## src/rtl/cale_de_date_pkg.sv

```systemverilog
// Shared definitions for the cale_de_date multiplier/divider pair:
// state encoding and default operand width.
package cale_de_date_pkg;

   localparam int unsigned X_DEF = 8;

   typedef enum logic [1:0] {
      IDLE = 2'd0,
      RUN  = 2'd1,
      DONE = 2'd2
   } state_e;

endpackage

```

## src/rtl/pas_impartire.sv

```systemverilog
// One combinational restoring-division step: shift in a dividend bit, then
// subtract the divisor when it fits.
module pas_impartire #(
   parameter int unsigned W = 8
) (
   input  logic [W-1:0] i_rem,
   input  logic         i_bit,
   input  logic [W-1:0] i_div,
   output logic [W-1:0] o_rem,
   output logic         o_q
);

   logic [W:0] w_r;
   logic       w_ge;

   assign w_r  = {i_rem, i_bit};
   assign w_ge = (w_r >= {1'b0, i_div});
   assign o_q  = w_ge;
   // The restored remainder is always below the divisor, so W bits suffice.
   assign o_rem = w_ge ? W'(w_r - {1'b0, i_div}) : w_r[W-1:0];

endmodule

```

## src/rtl/cale_de_dated.sv

```systemverilog
// Sequential restoring divider: 2x-bit dividend / x-bit divisor, one quotient
// bit per cycle, with the load/busy/ready handshake of the multiplier.
module cale_de_dated
   import cale_de_date_pkg::*;
#(
   parameter int unsigned x = X_DEF
) (
   input  logic           clk,
   input  logic           reset,
   input  logic           load,
   input  logic [2*x-1:0] OpA,
   input  logic [x-1:0]   OpB,
   output logic [x-1:0]   cat,
   output logic [x-1:0]   rest,
   output logic           err,
   output logic           busy,
   output logic           ready
);

   localparam int unsigned CW = $clog2(x + 1);

   state_e        r_state;
   state_e        w_state_next;
   // Partial remainder; its (x+1)th bit is always zero between steps.
   logic [x-1:0]  r_rem;
   logic [x-1:0]  r_q;
   logic [x-1:0]  r_div;
   logic [CW-1:0] r_cnt;
   logic [x-1:0]  r_cat;
   logic [x-1:0]  r_rest;
   logic          r_err;

   logic          w_accept;
   logic          w_ovf;
   logic          w_last;
   logic [x-1:0]  w_rem_next;
   logic          w_q_bit;

   assign w_accept = (r_state == IDLE) && load;
   // High half >= divisor covers both divide-by-zero and quotient overflow.
   assign w_ovf    = (OpA[2*x-1:x] >= OpB);
   assign w_last   = (r_state == RUN) && (r_cnt == CW'(1));

   pas_impartire #(
      .W(x)
   ) u_pas (
      .i_rem(r_rem),
      .i_bit(r_q[x-1]),
      .i_div(r_div),
      .o_rem(w_rem_next),
      .o_q  (w_q_bit)
   );

   always_comb begin
      w_state_next = r_state;
      busy         = 1'b0;
      ready        = 1'b0;
      case (r_state)
         IDLE: begin
            if (load) begin
               w_state_next = w_ovf ? DONE : RUN;
            end
         end
         RUN: begin
            busy = 1'b1;
            if (r_cnt == CW'(1)) begin
               w_state_next = DONE;
            end
         end
         DONE: begin
            busy         = 1'b1;
            ready        = 1'b1;
            w_state_next = IDLE;
         end
         default: w_state_next = IDLE;
      endcase
   end

   always_ff @(posedge clk) begin
      if (reset) begin
         r_state <= IDLE;
      end else begin
         r_state <= w_state_next;
      end
   end

   always_ff @(posedge clk) begin
      if (reset) begin
         r_rem  <= '0;
         r_q    <= '0;
         r_div  <= '0;
         r_cnt  <= '0;
         r_cat  <= '0;
         r_rest <= '0;
         r_err  <= 1'b0;
      end else begin
         if (w_accept && !w_ovf) begin
            r_rem <= OpA[2*x-1:x];
            r_q   <= OpA[x-1:0];
            r_div <= OpB;
            r_cnt <= CW'(x);
         end else if (r_state == RUN) begin
            r_rem <= w_rem_next;
            r_q   <= {r_q[x-2:0], w_q_bit};
            r_cnt <= r_cnt - CW'(1);
         end

         if (w_accept && w_ovf) begin
            r_cat  <= '1;
            r_rest <= '0;
            r_err  <= 1'b1;
         end else if (w_last) begin
            r_cat  <= {r_q[x-2:0], w_q_bit};
            r_rest <= w_rem_next;
            r_err  <= 1'b0;
         end
      end
   end

   assign cat  = r_cat;
   assign rest = r_rest;
   assign err  = r_err;

endmodule

```

## config.mk

```make
export PLATFORM = sky130hd
export DESIGN_NAME = cale_de_dated
export DESIGN_NICKNAME = d
export VERILOG_FILES = /design/src/rtl/cale_de_date_pkg.sv /design/src/rtl/pas_impartire.sv /design/src/rtl/cale_de_dated.sv
export SDC_FILE = /design/constraint.sdc
export NUM_CORES = 1
export LEC_CHECK = 0
export CORE_MARGIN = 1
export CORE_UTILIZATION = 50
export CTS_CLUSTER_DIAMETER = 30
export DETAILED_ROUTE_END_ITERATION = 10
export PLACE_DENSITY = 0.72
export RECOVER_POWER = 50
export SKIP_LAST_GASP = 1
export SYNTH_ARGS = -nofsm -noshare
export SYNTH_HDL_FRONTEND = slang
export SYNTH_HIERARCHICAL = 1
export SYNTH_SLANG_ARGS = --single-unit
```

## constraint.sdc

```tcl
create_clock -name clk -period 3.68 [get_ports clk]
set_input_delay 0.736 -clock clk [delete_from_list [all_inputs] [get_ports clk]]
set_output_delay 0.736 -clock clk [all_outputs]
set_load 0.05 [all_outputs]
```

==> results of run 1 <==
## how the worst max path moves through the flow
stage | startpoint | to | slack (ns) | depth (start not counted)
final | r_state[1]$_SDFFE_PP0P_ | cat[6]$_SDFFE_PP0P_ | 0.62 | 8
after global routing | r_state[1]$_SDFFE_PP0P_ | cat[1]$_SDFFE_PP0P_ | 0.42 | 8
after CTS | OpB[6] | r_q[5]$_SDFFE_PP0P_ | 0.91 | 7
after detailed placement | OpB[6] | r_rem[5]$_SDFFE_PP0P_ | 0.58 | 7
after global placement | OpB[6] | r_q[3]$_SDFFE_PP0P_ | 0.62 | 7
after floorplan | r_q[7]$_SDFFE_PP0P_ | r_rem[6]$_SDFFE_PP0P_ | 1.44 | 10
## per-layer routing
| layer | routed length [um] | vias to the layer above | global-route usage |
|---|---|---|---|
| met2 | 3158 | 43 | 0.3726 |
| li1 | - | 1209 | - |
| met3 | 143 | 12 | 0.03429 |
| met5 | 0 | - | 0 |
| met1 | 3379 | 1133 | 0.3217 |
| met4 | 126 | 0 | 0.07818 |
## layout make-up
class | count | area, um^2
clock buffer | 5 | 68.82
tap | 72 | 90.09
fill | 490 | 2096
sequential | 47 | 940.9
timing repair buffer | 53 | 498.0
clock inverter | 3 | 27.53
multi-input combinational | 210 | 1808
inverter | 30 | 112.6
## state kept, by name (all words and copies together), names as in the netlist
name and cells:
cat 8, err 1, r_cnt 4, r_div 8, r_q 8, r_rem 8, r_state 2, rest 8
## kinds of logic (layout without fill, tap and decap cells)
family | Yosys count | after routing | synth area share
fa+ha+maj | 22 | 22 | 0.09401
simple gates | 47 | 47 | 0.09277
compound gates | 88 | 88 | 0.2384
buf+inv | 53 | 91 | 0.08610
xor+xnor | 6 | 6 | 0.01747
flops | 47 | 47 | 0.3128
mux | 47 | 47 | 0.1585
## placed cells by master (no fill, tap or decap), drive strengths merged, types with 5 or more instances in the layout
cell type	count
dfxtp	47
mux2i	42
a211oi	41
inv	32
clkdlybuf4s50	25
ha	21
dlygate4sd3	19
nand2b	17
a21oi	9
o22ai	8
o21ai	8
buf	7
clkbuf	7
nor3	6
o21a	5
a21o	5
nor2	5
mux2	5
## metrics by stage
| step | setup WS, ns | total power, W |
|---|---|---|
| after floorplan | 1.440 | 0.001238 |
| after global placement | 0.6168 | 0.001416 |
| after detailed placement | 0.5789 | 0.001427 |
| after CTS | 0.9108 | 0.001763 |
| after global routing | 0.4155 | 0.001863 |
| final | 0.6180 | 0.001756 |
## power by group
group | total (W) | switching, W | internal, W
combinational | 0.000797 | 0.000456 | 0.000342
sequential | 0.000618 | 0.0000465 | 0.000571
clock | 0.000341 | 0.000200 | 0.000141
## worst max-delay path: cells and delay by family (launching register included)
family | cells | cell delay (ns)
adder cells (fa/ha/maj) | 1 | 0.14
AND/OR/NAND/NOR | 1 | 0.92
buffers and inverters | 4 | 1.15
flip-flops | 1 | 0.34
AO/OA/AOI/OAI | 1 | 0.10
multiplexers | 1 | 0.27
==> metrics.md, run 1 <==
| Metric | Value |
|---|---|
| Hpwl dp | 5130 um |
| Post-synth ARST share | 0 |
| Num rows | 27 |
| Core Area | 5642 um^2 |
| Post-synth top area share | 0.3128 |
| Slowest CP cell | nor4b_2 |
| Hold endpoint | err$_SDFFE_PP0P_ |
| DR vias/cell | 5.707 |
| Element type at the critical path end | flop |
| Share of cells above drive strength 1 | 0.1092 |
| Max Slew Vio Count | 0 |
| Pwr dens | 495.2 nW/um^2 |
| CP Data Required Time | 3.85 ns |
| Synth top area cells | dfxtp_1, mux2i_1, ha_1 |
| Grt ovf | 0 |
| Final Util | 0.6285 |
| Drt wl/cell | 16.21 um |
| Area after DPL | 3466 um^2 |
| Synthesized instance count | 310 |
| Ys Warns | 6 |
| DRT antenna net count | 0 |
| Vias in the first global route | 2340 |
| Leading cell type by number of instances after synthesis | dfxtp_1 |
| Synth Net Count | 359 |
| RSZ-0062 raised after global routing | no |
| Worst flop-to-flop path startpoint | r_state[1]$_SDFFE_PP0P_ |
| Seq cells post-synth | 47 |
| Mapped cell area | 3008 um^2 |
| All-layer global routing usage | 0.2345 |
| DR vias | 2397 |
| Largest net degree at the start of global routing | 56 |
| F_max | 326.6 MHz |
| Mean post-synth cell area | 9.703 um^2 |
| I/O pins | 46 |
| Layout Cells excl Fill | 420 |
| Clock Latency Late Sink | 0.31 ns |
| Worst VDD drop | 0.2089 mV |
| Fin crit share | 0.8321 |
| Die H | 79.56 um |
| Setup Fix Bufs, Post-CTS | 0 |
| Placed cells | 412 |
| Cell Chain, Critical Path | inv_1, ha_1, buf_4, inv_2, nor4b_2, clkbuf_1, mux2i_1, o22ai_1 |
| Dominant cell type by area after synthesis | dfxtp_1 |
| TNS Setup | 0 ns |
| CTS tree | yes |
| WHS Path Cells | 2 |
| MaxCap Viol Count | 0 |
| Final Instance Area | 3546 um^2 |
| HP Start | err$_SDFFE_PP0P_ |
| Relative slew slack | 0.2563 |
| Clock Skew | 0.01390 ns |
| Area Overhead vs Synth | 17.89% |
| Synth top cells by count | dfxtp_1, mux2i_1, a211oi_1 |
| CP Launch Type | flop |
| Final setup fails | 0 |
| Global-route wire length before repair | 11510 um |
| Register area share after synthesis | 0.3128 |
| Initial antenna violation count | 0 |
| Root Driver | clkbuf_8 |
| GP Congestion | 0.8871 |
| Hold_buf cts | 0 |
| Status | finished, final reports clean |
| Worst-margin pin slew | 1.113 ns |
| DRT Pass-1 Iters | 4 |
| Post-CTS Resized | 0 |
| Synth unique cells | 50 |
| Worst Path Arrival | 3.23 ns |
| Worst-path clk slew | 0.11 ns |
| Crit-path max cell delay | 0.92 ns |
| Die Area | 6330 um^2 |
| Worst min path class | reg -> reg |
| Top_reg_cell synth | dfxtp_1 |
| Setup CP Type | reg -> reg |
| Post-synth EDFFs | 0 |
| CTS max path bufs | 2 |
| Register-to-register path setup slack | 0.62 ns |
| Final Critical Period | 3.062 ns |
| CTS sink cnt | 47 |
| Htree depth | 2 |
| Nets | 396 |
| Starting DRT DRC Count | 97 |
| R2R cell count | 8 |
| Leakage power | 1.305 nW |
| Worst hold slack | 0.4824 ns |
| Initial core utilization | 0.5332 |
| CP Max Fanout | 24 |
| Diode count | 0 |
| Final hold vios | 0 |
| Reg-to-reg endpoint | cat[6]$_SDFFE_PP0P_ |
| IO buf count | 45 |
| Num CTS Buffers | 5 |
| Die Wd | 79.56 um |
| Wirelength, routed | 6808 um |
| DRC | 0 |
No activity file was read; power rests on OpenSTA's default activity.
==> inputs of run 2 (changes only) <==
- CORE_UTILIZATION: 50 -> 49
- PLACE_DENSITY: 0.72 -> 0.73
- clock period: 3.68 -> 2.7 ns (I/O delays scaled with it)
==> run 2 against run 1 <==
Compared with the run above: cell count rose by 1.7%; sequential power is 37% higher; wire length is 5.9% lower; die area is 2.0% higher; sequential cell count unchanged; clock power is 30% higher; register-to-register slack worse by 0.40 ns; global-route usage decreased by 2.2 points; combinational power grew 36%.
==> metrics.md, run 2 (synthesis results as in run 1) <==
| Metric | Value |
|---|---|
| CTS tree | yes |
| Element type at the critical path end | flop |
| DRC | 0 (unchanged) |
| RSZ-0062 raised after global routing | no |
| Worst VDD drop | 0.2990 mV (+43%) |
| CP Max Fanout | 17 (-29%) |
| Clock power share | 0.187 (-0.007) |
| Largest net degree at the start of global routing | 37 (-34%) |
| F_max | 401.9 MHz |
| Comb power frac | 0.456 (+0.002) |
| Area Overhead vs Synth | 18.47% |
| Max Slew Vio Count | 0 (unchanged) |
| Crit-path max cell delay | 0.60 ns (-0.32 ns) |
| CP Capture Point | r_q[5]$_SDFFE_PP0P_ |
| Clock Latency Late Sink | 0.30 ns (about the same) |
| Highest metal used | met4 |
| Psw | 0.0009299 W (+32%) |
| Fin crit share | 0.9215 |
| Worst-margin pin slew | 0.7159 ns (-0.3968 ns) |
| Global-route wire length before repair | 10610 um (-7.8%) |
| Setup Fix Bufs, Post-CTS | 0 (unchanged) |
| Worst Path Arrival | 2.65 ns (-0.58 ns) |
| DR vias/cell | 5.550 (-2.7%) |
| Sw Ratio | 0.3933 (-0.006395) |
| DRT Pass-1 Iters | 4 (unchanged) |
| Area after DPL | 3500 um^2 (+0.97%) |
| Relative slew slack | 0.5227 (+0.2665) |
| Internal Power | 0.001434 W (+36%) |
| Die H | 80.35 um (+0.99%) |
| Vias in the first global route | 2187 (-6.5%) |
| Htree depth | 2 (unchanged) |
| WP depth | 7 (-1) |
| Commonest non-fill, non-tap cells in the layout | dfxtp_1, mux2i_1, a211oi_1, inv_1, clkdlybuf4s50_1 |
| Worst flop-to-flop path startpoint | r_q[7]$_SDFFE_PP0P_ |
| Reg-to-reg endpoint | r_rem[6]$_SDFFE_PP0P_ |
| I/O pins | 46 (unchanged) |
| IO buf count | 45 (unchanged) |
| Diode count | 0 (unchanged) |
| Die Wd | 80.35 um (+0.99%) |
| Hpwl dp | 5050 um (-1.6%) |
| DRT met1 WL | 3221 um (-4.7%) |
| Share of cells above drive strength 1 | 0.1165 (+0.007282) |
| Initial core utilization | 0.5080 (-0.02513) |
| CP Data Required Time | 2.86 ns (-0.99 ns) |
| Grt ovf | 0 (unchanged) |
| Pwr dens | 663.5 nW/um^2 (+34%) |
| Root Driver | clkbuf_8 |
| Drt wl/cell | 15.01 um (-7.4%) |
| Starting DRT DRC Count | 75 (-23%) |
| Final Critical Period | 2.488 ns |
| GP Congestion | 0.8721 (-1.7%) |
| Flop pwr share | 0.357 (+0.005) |
| Num rows | 28 (+3.7%) |
| R2R cell count | 10 (+2) |
| Initial antenna violation count | 0 (unchanged) |
| Core Area | 5921 um^2 (+4.9%) |
| CTS max path bufs | 2 (unchanged) |
| DR vias | 2370 (-1.1%) |
| Cell Chain, Critical Path | dlygate4sd3_1, inv_1, ha_1, a21oi_1, o2111ai_1, a21o_1, a211oi_1 |
| Hold_buf cts | 0 (unchanged) |
| Final Instance Area | 3563 um^2 (+0.49%) |
| Worst-path clk slew | 0.09 ns (-0.02 ns) |
| CP Launch Type | primary input |
| Num CTS Buffers | 5 (unchanged) |
| CTS sink cnt | 47 (unchanged) |
| Final hold vios | 0 (unchanged) |
| Metal2 WL | 2922 um (-7.5%) |
| Status | finished, final reports clean |
| DRT antenna net count | 0 (unchanged) |
| Crit path launch | OpB[6] |
| Fillers | 523 (+6.7%) |
| Setup CP Type | in -> reg |
| Clock Skew | 0.003638 ns (-0.01027 ns) |
| Most common cell after layout, fill and taps aside | dfxtp_1 |
| TNS Setup | 0 ns (unchanged) |
| Routed wl met3 | 180 um (+26%) |
| Family with the most delay on the worst path | compound AO/OA/AOI/OAI gates |
| Die Area | 6456 um^2 (+2.0%) |
| Wirelength, routed | 6409 um (-5.9%) |
| Worst min path class | reg -> reg |
| Post-CTS Resized | 0 (unchanged) |
| Final setup fails | 0 (unchanged) |
| Register-to-register path setup slack | 0.22 ns (-0.40 ns) |
| MaxCap Viol Count | 0 (unchanged) |
| All-layer global routing usage | 0.2128 (-0.02170) |
| Nets | 400 (+1.0%) |
| Slowest CP cell | a21o_1 |
| Leakage power | 1.324 nW (+1.4%) |
| CP Buf/Inv Count | 2 (-2) |
run 2: cell types whose count changed in the layout (fill, tap and decap cells not counted), sizes merged:
cell      delta
clkinv       +2
clkinvlp     -1
buf          +3
inv          -1
clkbuf       +1
run 2: layout make-up:
| type | count | area (um^2) | share of cell area |
|---|---|---|---|
| inverters | 30 | 112.6 | 0.03160 |
| well taps | 75 | 93.84 | 0.02633 |
| multi-input cells | 210 | 1799 | 0.5049 |
| clock inverters | 3 | 22.52 | 0.006320 |
| repair buffers | 57 | 525.5 | 0.1475 |
| clock buffers | 5 | 68.82 | 0.01931 |
| flip-flops and latches | 47 | 940.9 | 0.2640 |
run 2: metrics by stage:
stage                     power, W  cells  hold WS [ns]  worst slack [ns]  utilization
final                     0.002364    427        0.4774            0.2119       0.6019
after global routing      0.002511    427        0.5051           0.04360       0.6019
after CTS                 0.002391    427        0.4800            0.2341       0.6065
after detailed placement  0.001951    419        0.4647          0.001799       0.5911
after global placement    0.001933    419        0.4603           0.09309       0.5911
after floorplan           0.001687    310        0.4488            0.4605            -
run 2: worst min-delay path by stage:
stage	slack [ns]	to	cells after the start	start
final	0.48	r_div[4]$_SDFFE_PP0P_	2	r_div[4]$_SDFFE_PP0P_
after global routing	0.51	r_div[0]$_SDFFE_PP0P_	2	r_div[0]$_SDFFE_PP0P_
after CTS	0.48	r_div[4]$_SDFFE_PP0P_	2	r_div[4]$_SDFFE_PP0P_
after detailed placement	0.46	r_div[4]$_SDFFE_PP0P_	2	r_div[4]$_SDFFE_PP0P_
after global placement	0.46	r_div[3]$_SDFFE_PP0P_	2	r_div[3]$_SDFFE_PP0P_
after floorplan	0.45	r_div[2]$_SDFFE_PP0P_	2	r_div[2]$_SDFFE_PP0P_
run 2: layer usage:
layer	vias up	track usage
li1	1216	-
met1	1107	0.2907
met2	41	0.3398
met3	6	0.03864
met4	0	0.05893
met5	-	0
run 2: power groups by stage:
| stage | clock (W) | sequential (W) | combinational (W) |
|---|---|---|---|
| floorplan | 0 | 0.000904 | 0.000784 |
| global placement | 0 | 0.000858 | 0.00107 |
| detailed placement | 0 | 0.000861 | 0.00109 |
| CTS | 0.000452 | 0.000845 | 0.00109 |
| global route | 0.000479 | 0.000858 | 0.00117 |
| finish | 0.000442 | 0.000845 | 0.00108 |
run 2: worst reg2reg max path: stages, from the launching register on:
cell and delay (ns):
dfxtp_1 0.34, inv_1 0.06, ha_1 0.23, fa_1 0.41
nor2b_1 0.20, o31a_1 0.20, nor4_1 0.06, a311o_1 0.31
mux2_2 0.29, mux2i_1 0.17, a211oi_2 0.08
==> inputs of run 3 (changes only) <==
- ABC_AREA: not set -> 1
- CORE_UTILIZATION: 49 -> 50
- PLACE_DENSITY: 0.73 -> 0.72
- clock period: 2.7 -> 3.2 ns (I/O delays scaled with it)
==> run 3 against run 2 <==
Compared with the run above: critical endpoint is now rest[0]$_SDFFE_PP0P_; first-iteration DRC count grew to 3.0 times the previous value; sequential power is 10% lower; critical path type unchanged; highest routed layer unchanged; register-to-register slack better by 0.73 ns; via count is 21% higher; die area is 1.4% lower; count of clock-buffer cells in the layout stayed put; critical path depth is 3 higher.
==> metrics.md, run 3 <==
| Metric | Value |
|---|---|
| Status | finished, final reports clean |
| HP Start | rest[3]$_SDFFE_PP0P_ |
| Mapped cell area | 3027 um^2 (+0.62%) |
| Diode count | 0 (unchanged) |
| Setup Fix Bufs, Post-CTS | 0 (unchanged) |
| Global-route wire length before repair | 12100 um (+14%) |
| Largest net degree at the start of global routing | 44 (+19%) |
| Die Area | 6368 um^2 (-1.4%) |
| Wirelength, routed | 7124 um (+11%) |
| TNS Setup | 0 ns (unchanged) |
| Top_reg_cell synth | dfxtp_1 |
| Slowest CP cell | clkbuf_1 |
| GP Congestion | 0.8112 (-7.0%) |
| Post-CTS Resized | 0 (unchanged) |
| I/O pins | 46 (unchanged) |
| Crit-path max cell delay | 0.53 ns (-0.07 ns) |
| Cell Chain, Critical Path | clkdlybuf4s50_1, inv_1, ha_1, a21o_1, nor2_4, clkbuf_1, nand2_1, nand2_2, nand2_1, a21oi_1 |
| Share of cells above drive strength 1 | 0.09426 (-0.02221) |
| GR Util met1 | 0.3399 (+0.04913) |
| Post-synth top area share | 0.3109 (-0.001940) |
| WHS Path Cells | 2 (unchanged) |
| CTS max path bufs | 2 (unchanged) |
| Grt met3 use | 0.03429 (-0.004351) |
| Worst-path clk slew | 0.10 ns (about the same) |
| Relative slew slack | 0.5182 (-0.004529) |
| Num CTS Buffers | 5 (unchanged) |
| Die Wd | 79.80 um (-0.68%) |
| Worst-margin pin slew | 0.7201 ns (+0.004134 ns) |
| Max Slew Vio Count | 0 (unchanged) |
| Worst VDD drop | 0.6426 mV (+110%) |
| Worst Path Arrival | 3.14 ns (+0.49 ns) |
| Post-synth ARST share | 0 (unchanged) |
| RSZ-0062 raised after global routing | no |
| All-layer global routing usage | 0.2419 (+0.02913) |
| DR vias/cell | 5.127 (-7.6%) |
| Drt wl/cell | 12.72 um (-15%) |
| Worst min path class | reg -> reg |
| Hpwl dp | 5380 um (+6.5%) |
| F_max | 344.7 MHz |
| IO buf count | 45 (unchanged) |
| Global routing's busiest layer | met2 |
| Synthesized instance count | 447 (+44%) |
| Area Overhead vs Synth | 19.64% |
| Post-synth EDFFs | 0 (unchanged) |
| Internal Power | 0.001472 W (+2.6%) |
| Final Worst Setup Slack | 0.2992 ns (+0.08731 ns) |
| Num rows | 27 (-3.6%) |
| Mean post-synth cell area | 6.771 um^2 (-30%) |
| Grt ovf | 0 (unchanged) |
| Reg-to-reg endpoint | cat[1]$_SDFFE_PP0P_ |
| DRT antenna net count | 0 (unchanged) |
| Synth Net Count | 496 (+38%) |
| DR vias | 2871 (+21%) |
| Leakage power | 1.700 nW (+28%) |
| CTS tree | yes |
| DRT Pass-1 Iters | 4 (unchanged) |
| Comb power frac | 0.569 (+0.113) |
| Die H | 79.80 um (-0.68%) |
| Dominant cell type by area after synthesis | dfxtp_1 |
| Worst path most repeated cell | nand2_1 |
| Vias in the first global route | 2592 (+19%) |
| Fin crit share | 0.9065 |
| Clock Latency Late Sink | 0.30 ns (about the same) |
| Clock power share | 0.162 (-0.025) |
| Area after DPL | 3508 um^2 (+0.25%) |
| CTS sink cnt | 47 (unchanged) |
| DRC | 0 (unchanged) |
| Clock Skew | 0.009570 ns (+0.005932 ns) |
| Register area share after synthesis | 0.3109 (-0.001940) |
| Sw Ratio | 0.4782 (+0.08491) |
| Final Critical Period | 2.901 ns |
| Pre-CTS WS | 0.2192 ns (+0.2174 ns) |
| Hold endpoint | rest[3]$_SDFFE_PP0P_ |
| Fillers | 542 (+3.6%) |
| Pwr dens | 779.1 nW/um^2 (+17%) |
| CP Data Required Time | 3.44 ns (+0.58 ns) |
| Synth unique cells | 32 (-36%) |
| Final Instance Area | 3621 um^2 (+1.6%) |
| CP Launch Type | primary input |
| Ys Warns | 6 (unchanged) |
| Worst flop-to-flop path startpoint | r_state[1]$_SDFFE_PP0P_ |
| CP Max Fanout | 18 (+1) |
| Final Util | 0.6380 (+0.03615) |
| Commonest non-fill, non-tap cells in the layout | nand2_1, inv_1, a21oi_1, dfxtp_1, nand3_1 |
| Element type at the critical path end | flop |
| Initial core utilization | 0.5333 (+0.02526) |
| Flop pwr share | 0.269 (-0.088) |
| Hold_buf cts | 0 (unchanged) |
| Htree depth | 2 (unchanged) |
| Final hold vios | 0 (unchanged) |
| GRT met2 Usage | 0.3880 (+0.04820) |
| Initial antenna violation count | 0 (unchanged) |
| Setup CP Type | in -> reg |
| Worst hold slack | 0.4646 ns (-0.01279 ns) |
| MaxCap Viol Count | 0 (unchanged) |
| Seq cells post-synth | 47 (unchanged) |
| Nets | 536 (+34%) |
| Starting DRT DRC Count | 224 (+200%) |
| Root Driver | clkbuf_8 |
| Final setup fails | 0 (unchanged) |
| Synth top area cells | dfxtp_1, nand2_1, ha_1 |
| Core Area | 5675 um^2 (-4.1%) |
| Synth top cells by count | nand2_1, inv_1, a21oi_1 |
| Leading cell type by number of instances after synthesis | nand2_1 |
| Psw | 0.001349 W (+45%) |
| Register-to-register path setup slack | 0.95 ns (+0.73 ns) |
| Most common cell after layout, fill and taps aside | nand2_1 |
| R2R cell count | 7 (-3) |
-- run 3: changes by cell type after synthesis, moves of 8 or more --
cell | before | now
nand2_2 | 0 | 13
nor2_1 | 5 | 15
nand2b_1 | 17 | 0
a211oi_2 | 9 | 0
nand4_1 | 1 | 20
nand3_1 | 2 | 32
mux2i_1 | 42 | 0
a21oi_1 | 7 | 50
inv_1 | 29 | 56
o22ai_1 | 8 | 0
a211oi_1 | 32 | 0
nand2_1 | 4 | 141
-- run 3: power groups by stage --
stage / logic [W] / registers, W / clock network, W
after floorplan: 0.00122 / 0.000820 / 0
after global placement: 0.00159 / 0.000769 / 0
after detailed placement: 0.00161 / 0.000773 / 0
after CTS: 0.00162 / 0.000760 / 0.000462
after global routing: 0.00178 / 0.000772 / 0.000489
final: 0.00161 / 0.000759 / 0.000457
-- run 3: critical path, delay by kind of cell --
kind,cells,cell delay [ns]
compound gates,2,0.38
fa+ha+maj,1,0.28
buf+inv,3,1.07
simple gates,4,0.77
-- run 3: through the flow --
stage / instances / total power (W)
floorplan: 447 / 0.002044
global placement: 552 / 0.002357
detailed placement: 552 / 0.002386
CTS: 560 / 0.002841
global route: 560 / 0.003045
finish: 560 / 0.002821
-- run 3: cell type report --
type                    count  area [um^2]  area share
inverters                  63        236.5     0.06531
flip-flops and latches     47        940.9      0.2598
multi-input cells         320         1753      0.4841
clock inverters             3        47.55     0.01313
repair buffers             50        484.2      0.1337
well taps                  72        90.09     0.02488
clock buffers               5        68.82     0.01900
-- run 3: kinds of logic after synthesis --
family                     share of synthesized area
buffers and inverters                         0.1100
AOI/OAI and AO/OA                            0.09963
DFF                                           0.3109
and+or+nand+nor                               0.3774
xor gates and xnor gates                    0.008683
adders and majority gates                    0.09343
-- run 3: worst max-delay path by stage --
| stage | from | to |
|---|---|---|
| floorplan | OpB[7] | r_cnt[2]$_SDFFE_PP0P_ |
| detailed placement | OpB[7] | r_div[0]$_SDFFE_PP0P_ |
| CTS | OpB[7] | r_div[6]$_SDFFE_PP0P_ |
| global placement | OpB[7] | r_div[2]$_SDFFE_PP0P_ |
| global route | OpB[7] | rest[0]$_SDFFE_PP0P_ |
| finish | OpB[7] | rest[0]$_SDFFE_PP0P_ |
-- run 3: layer usage --
layer	routed length (um)	share of wire
met1	3428	0.48
met2	3386	0.48
met3	246	0.035
met4	62	0.0087
met5	0	0
